===== src/rtl/rf_param_pkg.sv =====
// Shared register-file constants, also imported by the MIPS control decoder.
package rf_param_pkg;

    localparam int WIDTH_DEFAULT = 32;
    localparam int DEPTH_DEFAULT = 32;
    localparam int REG_ZERO      = 0;

endpackage


===== src/rtl/rf_scoreboard.sv =====
// Per-register pending scoreboard with incrementally maintained pending count
// and read-port busy flags for RAW hazard detection in decode.
module rf_scoreboard
    import rf_param_pkg::*;
#(
    parameter  int DEPTH  = DEPTH_DEFAULT,
    parameter  int BYPASS = 1,
    localparam int AW     = $clog2(DEPTH)
) (
    input  logic          clk,
    input  logic          rst,
    input  logic          we,
    input  logic [AW-1:0] wa,
    input  logic [AW-1:0] ra,
    input  logic [AW-1:0] rb,
    input  logic          iss_en,
    input  logic [AW-1:0] iss_rd,
    output logic          ra_busy,
    output logic          rb_busy,
    output logic [AW:0]   pend_cnt
);

    logic [DEPTH-1:0] r_pending;
    logic [AW:0]      r_cnt;
    logic [DEPTH-1:0] w_next;
    logic             w_set;
    logic             w_clr;
    logic             w_inc;
    logic             w_dec;
    logic             w_byp;

    assign w_byp = (BYPASS != 0);
    assign w_set = iss_en && (iss_rd != AW'(REG_ZERO));
    assign w_clr = we && (wa != AW'(REG_ZERO));

    // Next pending vector and count delta; issue is applied after the clear so it wins on a shared address
    always_comb begin
        w_next = r_pending;
        if (w_clr)
            w_next[wa] = 1'b0;
        if (w_set)
            w_next[iss_rd] = 1'b1;
        w_inc = w_set && !r_pending[iss_rd];
        w_dec = w_clr && r_pending[wa] && !(w_set && (iss_rd == wa));
    end

    // Scoreboard state with asynchronous clear
    always_ff @(posedge clk or posedge rst) begin
        if (rst) begin
            r_pending <= '0;
            r_cnt     <= '0;
        end else begin
            r_pending <= w_next;
            r_cnt     <= r_cnt + (AW+1)'(w_inc) - (AW+1)'(w_dec);
        end
    end

    // Busy flags; with bypass a same-cycle write to the read register resolves the hazard
    always_comb begin
        ra_busy = (ra != AW'(REG_ZERO)) && r_pending[ra] && !(w_byp && we && (wa == ra));
        rb_busy = (rb != AW'(REG_ZERO)) && r_pending[rb] && !(w_byp && we && (wa == rb));
    end

    assign pend_cnt = r_cnt;

endmodule


===== src/rtl/rf_param.sv =====
// Parametrised 2R/1W register file with asynchronous clear, optional
// write-to-read bypass and a pending-write scoreboard. Register 0 reads zero.
module rf_param
    import rf_param_pkg::*;
#(
    parameter  int WIDTH  = WIDTH_DEFAULT,
    parameter  int DEPTH  = DEPTH_DEFAULT,
    parameter  int BYPASS = 1,
    localparam int AW     = $clog2(DEPTH)
) (
    input  logic             clk,
    input  logic             rst,
    input  logic             we,
    input  logic [AW-1:0]    wa,
    input  logic [WIDTH-1:0] wd,
    input  logic [AW-1:0]    ra,
    input  logic [AW-1:0]    rb,
    output logic [WIDTH-1:0] da,
    output logic [WIDTH-1:0] db,
    input  logic             iss_en,
    input  logic [AW-1:0]    iss_rd,
    output logic             ra_busy,
    output logic             rb_busy,
    output logic [AW:0]      pend_cnt
);

    logic [WIDTH-1:0] r_mem [DEPTH];
    logic             w_byp;

    assign w_byp = (BYPASS != 0);

    // Storage array: writes to register 0 are dropped
    always_ff @(posedge clk or posedge rst) begin
        if (rst) begin
            for (int unsigned i = 0; i < DEPTH; i++)
                r_mem[i] <= '0;
        end else if (we && (wa != AW'(REG_ZERO))) begin
            r_mem[wa] <= wd;
        end
    end

    // Read muxing: zero register first, then same-cycle bypass, then array
    always_comb begin
        if (ra == AW'(REG_ZERO))
            da = '0;
        else if (w_byp && we && (wa == ra))
            da = wd;
        else
            da = r_mem[ra];

        if (rb == AW'(REG_ZERO))
            db = '0;
        else if (w_byp && we && (wa == rb))
            db = wd;
        else
            db = r_mem[rb];
    end

    rf_scoreboard #(
        .DEPTH  (DEPTH),
        .BYPASS (BYPASS)
    ) u_scoreboard (
        .clk      (clk),
        .rst      (rst),
        .we       (we),
        .wa       (wa),
        .ra       (ra),
        .rb       (rb),
        .iss_en   (iss_en),
        .iss_rd   (iss_rd),
        .ra_busy  (ra_busy),
        .rb_busy  (rb_busy),
        .pend_cnt (pend_cnt)
    );

endmodule


===== config.mk =====
export PLATFORM = sky130hd
export DESIGN_NAME = rf_param
export DESIGN_NICKNAME = d
export VERILOG_FILES = /design/src/rtl/rf_param_pkg.sv /design/src/rtl/rf_scoreboard.sv /design/src/rtl/rf_param.sv
export SDC_FILE = /design/constraint.sdc
export NUM_CORES = 2
export LEC_CHECK = 0
export CORE_ASPECT_RATIO = 0.5
export CORE_MARGIN = 2
export CORE_UTILIZATION = 35
export DETAILED_ROUTE_END_ITERATION = 16
export GPL_TIMING_DRIVEN = 1
export PLACE_DENSITY = 0.51
export SYNTH_ARGS = -nofsm -noshare
export SYNTH_HDL_FRONTEND = slang
export SYNTH_SLANG_ARGS = --single-unit

===== constraint.sdc =====
create_clock -name clk -period 49.5 [get_ports clk]
set_clock_uncertainty 0.15 [all_clocks]
set_input_delay 9.9 -clock clk [delete_from_list [all_inputs] [get_ports clk]]
set_output_delay 9.9 -clock clk [all_outputs]
set_load 0.005 [all_outputs]

# Word level (Yosys, flattened, before mapping)
# Cells that the tools add are included.
classes:
  reduce_logical: 25
  magnitude_cmp: 10
  bitwise_logic: 6
  eq_ne: 3
  addsub: 2
  muxes: 27
op_table:
  columns: ["op", "n"]
  rows:
  - ["1024-bit bitwise mux", 1]
  - ["32-bit 2-to-1 mux", 11]
  - ["32-bit binary-select mux with 5-bit select", 2]
  - ["32-bit demux with 5-bit select", 1]
  - ["32-bit AND", 1]
  - ["32-bit NOT", 1]
  - ["32-bit OR", 1]
  - ["5-bit by 6-bit < comparator with 1-bit output, second input constant", 4]
  - ["1-bit binary-select mux with 5-bit select", 4]
  - ["5-bit nonzero test", 4]
  - ["6-bit >= comparator, second input constant", 3]
  - ["5-bit NOT with 6-bit output", 3]
  - ["5-bit equality test", 3]
  - ["1-bit logical AND", 15]
  - ["1-bit demux with 5-bit select", 2]
  - ["5-bit by 1-bit >= comparator with 1-bit output, second input constant", 2]
  - ["5-bit logical NOT", 2]
  - ["6-bit by 1-bit adder with 6-bit output", 1]
  - ["6-bit by 1-bit < comparator with 1-bit output, second input constant", 1]
  - ["1-bit 2-to-1 mux", 6]
  - ["6-bit by 1-bit subtractor with 6-bit output", 1]
  - ["1-bit logical NOT", 4]
totals:
  out_inout_bits: 72
  in_bits: 56
  word_cells: 107
  regBits: 1062

# Longest topological paths before layout
depth:
  depth_word: 9
  mapped_depth: 15

# Hierarchy
# From an unflattened synthesis, not the netlist that was laid out.
unflattened:
  cells_unflattened: 4071
  hier_area_um2: 57923.1
by_module_without_submodules:
  columns: ["mod", "n_inst", "cells_each", "seq_area_each_um2", "area_per_inst_um2"]
  rows:
  - ["rf_param", 1, 3783, 25624.6, 54932.7]
  - ["rf_scoreboard", 1, 288, 950.9, 2990.4]

# Least setup slack after synthesis
# Ideal clock, no wire load.
synth_timing:
  path_type: "input to output"
  from: "input ra[0]"
  to: "output da[20]"
  cell_stages: 7
  slack_ps: 27820
  arrival_ps: 11630
  path_buffers: 3
  cell_sequence: "buf_6 -> buf_2 -> buf_2 -> mux4_2 -> a22oi_1 -> nand3_1 -> a32o_1"
synth_between:
  elab_chain_len: 6
  elab_cells_between_ends: 9
  cone_classes: "1 x eq/ne; 5 x mux; 1 x bitwise; 2 x reduce/logical"
synth_rtl:
  columns: ["item", "line_no", "rtl"]
  rows:
  - ["start, declared", "rf_param.sv:16", "input logic [AW-1:0] ra,"]
  - ["5-bit NOT with 6-bit output (not written as such)", "rf_param.sv:49", "da = r_mem[ra];"]
  - ["32-bit binary-select mux with 5-bit select", "rf_param.sv:49", null]
  - ["32-bit 2-to-1 mux (not written as such) (2 in a row)", "rf_param.sv:49", null]
  - ["32-bit 2-to-1 mux", "rf_param.sv:46", "else if (w_byp && we && (wa == ra))"]
  - ["32-bit 2-to-1 mux (*)", "rf_param.sv:44", "if (ra == AW'(REG_ZERO))"]
  - ["end, declared", "rf_param.sv:18", "output logic [WIDTH-1:0] da,"]
# Mark *: on every way between the ends. The rest lies on a longest branch, timed or not. The select of a mux whose other input is x is not followed.

# Worst setup path after layout
layout_timing:
  from: "input rb[0]"
  to: "output db[31]"
layout_between:
  elab_chain_len: 6
  elab_cells_between_ends: 9
  cone_classes: "1 x eq/ne; 5 x mux; 1 x bitwise; 2 x reduce/logical"
layout_rtl:
  columns: ["item", "line_no", "rtl"]
  rows:
  - ["start, declared", "rf_param.sv:17", "input logic [AW-1:0] rb,"]
  - ["5-bit NOT with 6-bit output (not written as such)", "rf_param.sv:56", "db = r_mem[rb];"]
  - ["32-bit binary-select mux with 5-bit select", "rf_param.sv:56", null]
  - ["32-bit 2-to-1 mux (not written as such) (2 in a row)", "rf_param.sv:56", null]
  - ["32-bit 2-to-1 mux", "rf_param.sv:53", "else if (w_byp && we && (wa == rb))"]
  - ["32-bit 2-to-1 mux (*)", "rf_param.sv:51", "if (rb == AW'(REG_ZERO))"]
  - ["end, declared", "rf_param.sv:19", "output logic [WIDTH-1:0] db,"]
# Marked as above.

==> flow_metrics.py <==
metrics = {
    "power": {
        "p_leak_nw": 27.2,
        "peakVddDrop_mv": 0.0288,
        "post_layout_power_mw": 2.60,
        "power-per-cell-area_nw_per_um2": 40.4,
    },
    "critical_path": {
        "worst-r2r-cell-count": 12,
        "worstPathArrival_ps": 14110,
        "worst_path_max_delay_cell": "buf_4",
        "timing.critical_path.fanout_max": 67,
        "reg2reg_from": "u_scoreboard.r_pending[19]$_DFF_PP0_",
        "worstPathRequired_ps": 39450,
        "cp_startpoint_kind": "primary input",
        "reg2reg_slack_ps": 46000,
        "timing.critical_path.from": "rb[0]",
        "critical_path.most_common_cell": "buf_4",
        "slowest_delay_ps": 880,
        "critPathCapture": "db[31]",
        "worstPathCellList": "buf_8, buf_4, buf_4, mux4_2, mux2i_1, a211oi_1, a22o_1, clkdlybuf4s50_1",
        "crit-reg2reg-capture": "u_scoreboard.pend_cnt[4]$_DFF_PP0_",
        "setup.worst_path.end_class": "output pin",
        "setup.worst_path.class": "in -> out",
    },
    "synthesis": {
        "synth_edf_count": 0,
        "yosysUniqueCellTypes": 60,
        "synthCells": 4006,
        "post_synth_fa_ha_maj_area_fraction_pct": 0.165,
        "async_reset_ff_share_pct": 100,
        "mappedNetlistArea_sq_um": 57500,
        "fraction_of_post_synthesis_cell_area_in_the_top_cell_type_by_area_pct": 46.2,
        "syn-mean-instance-area_sq_um": 14.3,
        "ys_seq_elements": 1062,
        "yosys.area_share.simple_pct": 2.37,
        "post_synth_mux_area_share_pct": 40.9,
        "post-synth-top-count-cell": "dfrtp_1",
        "synth.largest_area_cell": "dfrtp_1",
        "ys_dominant_reg_cell": "dfrtp_1",
        "synthXorXnorAreaFrac_pct": 0.305,
        "combinational_family_with_the_most_area_after_synthesis": "multiplexers",
        "synth_top_cells_by_count": "dfrtp_1, mux2_2, mux4_2, clkbuf_1, mux2i_1",
        "synth_compound_gate_area_share_pct": 6.26,
        "mappedNetlistNets": 4069,
        "ys_seq_area_share_pct": 46.2,
        "yosysWarningCount": 0,
        "synth_top_area_cells": "dfrtp_1, mux2_2, mux4_2, mux2i_1, clkbuf_1",
    },
    "global_routing": {
        "grt_antenna_before_repair": 3,
        "number_of_global_route_vias_before_repair": 39800,
        "grt_max_degree": 150,
        "globalRouteTotalUtil_pct": 25.3,
        "gr-total-overflow": 0,
        "wire_length_of_the_first_global_routing_pass_um": 306000,
    },
    "clock_network": {
        "cts_resized": 0,
        "cts_hold_repair.buffers": 0,
        "tritoncts_clock_tree": "done",
        "cts_post_setup_buffers_inserted": 0,
        "cts_sinks": 1062,
        "cts.reportedPaths.clkPinSlew_ps": 60,
        "cts.path.max_buffers": 3,
        "insertion_delay_ps": 730,
        "clk_root_buffer_cell": "clkbuf_16",
        "htree_num_levels": 3,
        "cts_buffers": 109,
    },
    "detailed_routing": {
        "vias_per_cell": 6.21,
        "initialDrtViolationCount": 3848,
        "via_count": 38500,
        "avgRoutedWirePerCell_um": 34.3,
        "detail_route.first_pass.iterations": 8,
        "number_of_routed_nets_with_antenna_violations": 0,
        "detail_route.wirelength_um": 213000,
        "remaining_drc_errors": 0,
    },
    "finish": {
        "area.sequential_sq_um": 26600,
        "multi_input_area_sq_um": 29000,
        "nNetsFinal": 3979,
        "finalNonFillerCells": 6203,
        "post_route_cells_drive_above_1_share_pct": 45.4,
        "flow.area_growth_from_synthesis_pct": 12.0,
        "fillers": 15100,
    },
    "sta": {
        "setup_total_negative_slack_ps": 0,
        "finalSetupViolations": 0,
        "min_period_ps": 24160,
        "report.final.slew_viol_count": 6,
        "final_min_period_over_clock_period_pct": 48.8,
        "slew-limit-headroom_pct": -2.54,
        "rsz0062_at_grt": "false",
        "fmax_mhz": 41.4,
        "tightest_slew_ps": 1530,
        "report.final.hold_viol_count": 0,
    },
    "flow_run": {
        "max_cap_violations": 1,
    },
    "floorplanning": {
        "num_rows": 105,
        "die_area_sq_um": 168000,
        "die_outline_width_um": 577,
        "core_region_area_sq_um": 164000,
        "start_util_pct": 35.1,
        "die-height_um": 291,
        "top_level_ports": 128,
    },
    "place": {
        "detailedPlacementHpwl_um": 118000,
        "place.gp.congestion": 0.819,
        "port_buffers": 127,
        "placedCellCount": 5998,
    },
    "status": {
        "failed_checks": "max-capacitance violations, max-slew violations",
        "outcome": "complete, but fails checks",
    },
    "worst_hold_path": {
        "holdCritPathClass": "reg -> reg",
    },
}
==> state kept, by name, summed over array words and instances, names as in the netlist <==
signal / cells
r_mem: 1024
u_scoreboard.pend_cnt: 6
u_scoreboard.r_pending: 32
==> final cells by class <==
type                       count  share of cell area [%]
antenna                        1                 0.00389
inverter                      18                   0.117
clock buffer                 174                    5.26
multi-input combinational   2477                    45.1
tap                         2193                    4.26
sequential                  1062                    41.3
timing repair buffer         248                    3.44
clock inverter                30                   0.566
==> cells by family after synthesis <==
| family | count (synthesis) |
|---|---|
| adders and majority gates | 7 |
| buffers and inverters | 467 |
| AOI/OAI and AO/OA | 506 |
| muxes | 1655 |
| and+or+nand+nor | 289 |
| xor gates and xnor gates | 20 |
| DFF | 1062 |
==> power by group <==
| group | switching (mW) | internal [mW] | leakage, nW |
|---|---|---|---|
| clock | 0.372 | 0.504 | 1.85 |
| combinational | 0.234 | 0.326 | 11.7 |
| sequential | 0.128 | 1.04 | 13.6 |
==> layer usage <==
metal / up-vias / GRT usage [%] / wire, um
li1: 15400 / - / -
met1: 21200 / 35.3 / 92400
met2: 1581 / 39.7 / 98500
met3: 369 / 4.88 / 14300
met4: 0 / 8.64 / 7880
met5: - / 0 / 0
==> metrics by stage <==
| stage | setup slack, ps | utilization [%] | hold WS [ps] | instance area (sq um) |
|---|---|---|---|---|
| 2_1_floorplan | 9560 | - | 291 | 57500 |
| 3_3_place_gp | 25290 | 37.1 | 226 | 60600 |
| 3_5_place_dp | 25340 | 37.1 | 234 | 60600 |
| 4_1_cts | 25310 | 39.4 | 247 | 64400 |
| 5_1_grt | 25080 | 39.4 | 259 | 64400 |
| 6_report | 25340 | 39.4 | 248 | 64400 |
==> how the worst min path moves through the flow <==
stage | startpoint | endpoint | slack [ps] | cells after the start
2_1_floorplan | r_mem[1000]$_DFFE_PP0P_ | r_mem[1000]$_DFFE_PP0P_ | 290 | 1
3_3_place_gp | r_mem[993]$_DFFE_PP0P_ | r_mem[993]$_DFFE_PP0P_ | 230 | 0
3_5_place_dp | r_mem[996]$_DFFE_PP0P_ | r_mem[996]$_DFFE_PP0P_ | 230 | 0
4_1_cts | r_mem[999]$_DFFE_PP0P_ | r_mem[999]$_DFFE_PP0P_ | 250 | 0
5_1_grt | r_mem[999]$_DFFE_PP0P_ | r_mem[999]$_DFFE_PP0P_ | 260 | 0
6_report | r_mem[996]$_DFFE_PP0P_ | r_mem[996]$_DFFE_PP0P_ | 250 | 0
==> placed cells by master (no fill, tap or decap), types with 23 or more instances in the layout <==
cell type | netlist | final
a22o_1 | 55 | 55
nand2_1 | 96 | 77
o22ai_1 | 54 | 54
mux4_2 | 452 | 452
mux2_2 | 1005 | 1005
a21oi_1 | 83 | 83
o21ai_0 | 79 | 79
nor3_1 | 23 | 23
a22oi_1 | 76 | 76
mux2i_1 | 187 | 187
a211oi_1 | 30 | 30
buf_4 | 30 | 120
clkbuf_16 | 0 | 112
a221oi_1 | 37 | 37
nand3_1 | 40 | 40
clkbuf_8 | 0 | 35
dfrtp_1 | 1062 | 1062
clkbuf_1 | 225 | 27
a32o_1 | 23 | 23
nor2_1 | 61 | 39
clkdlybuf4s50_1 | 0 | 118
==> critical path, delay by kind of cell <==
kind                   cells  cell delay (ps)
buffers and inverters      4             2810
AOI/OAI and AO/OA          2              820
muxes                      2              450
(Power assumes the default switching activity.)
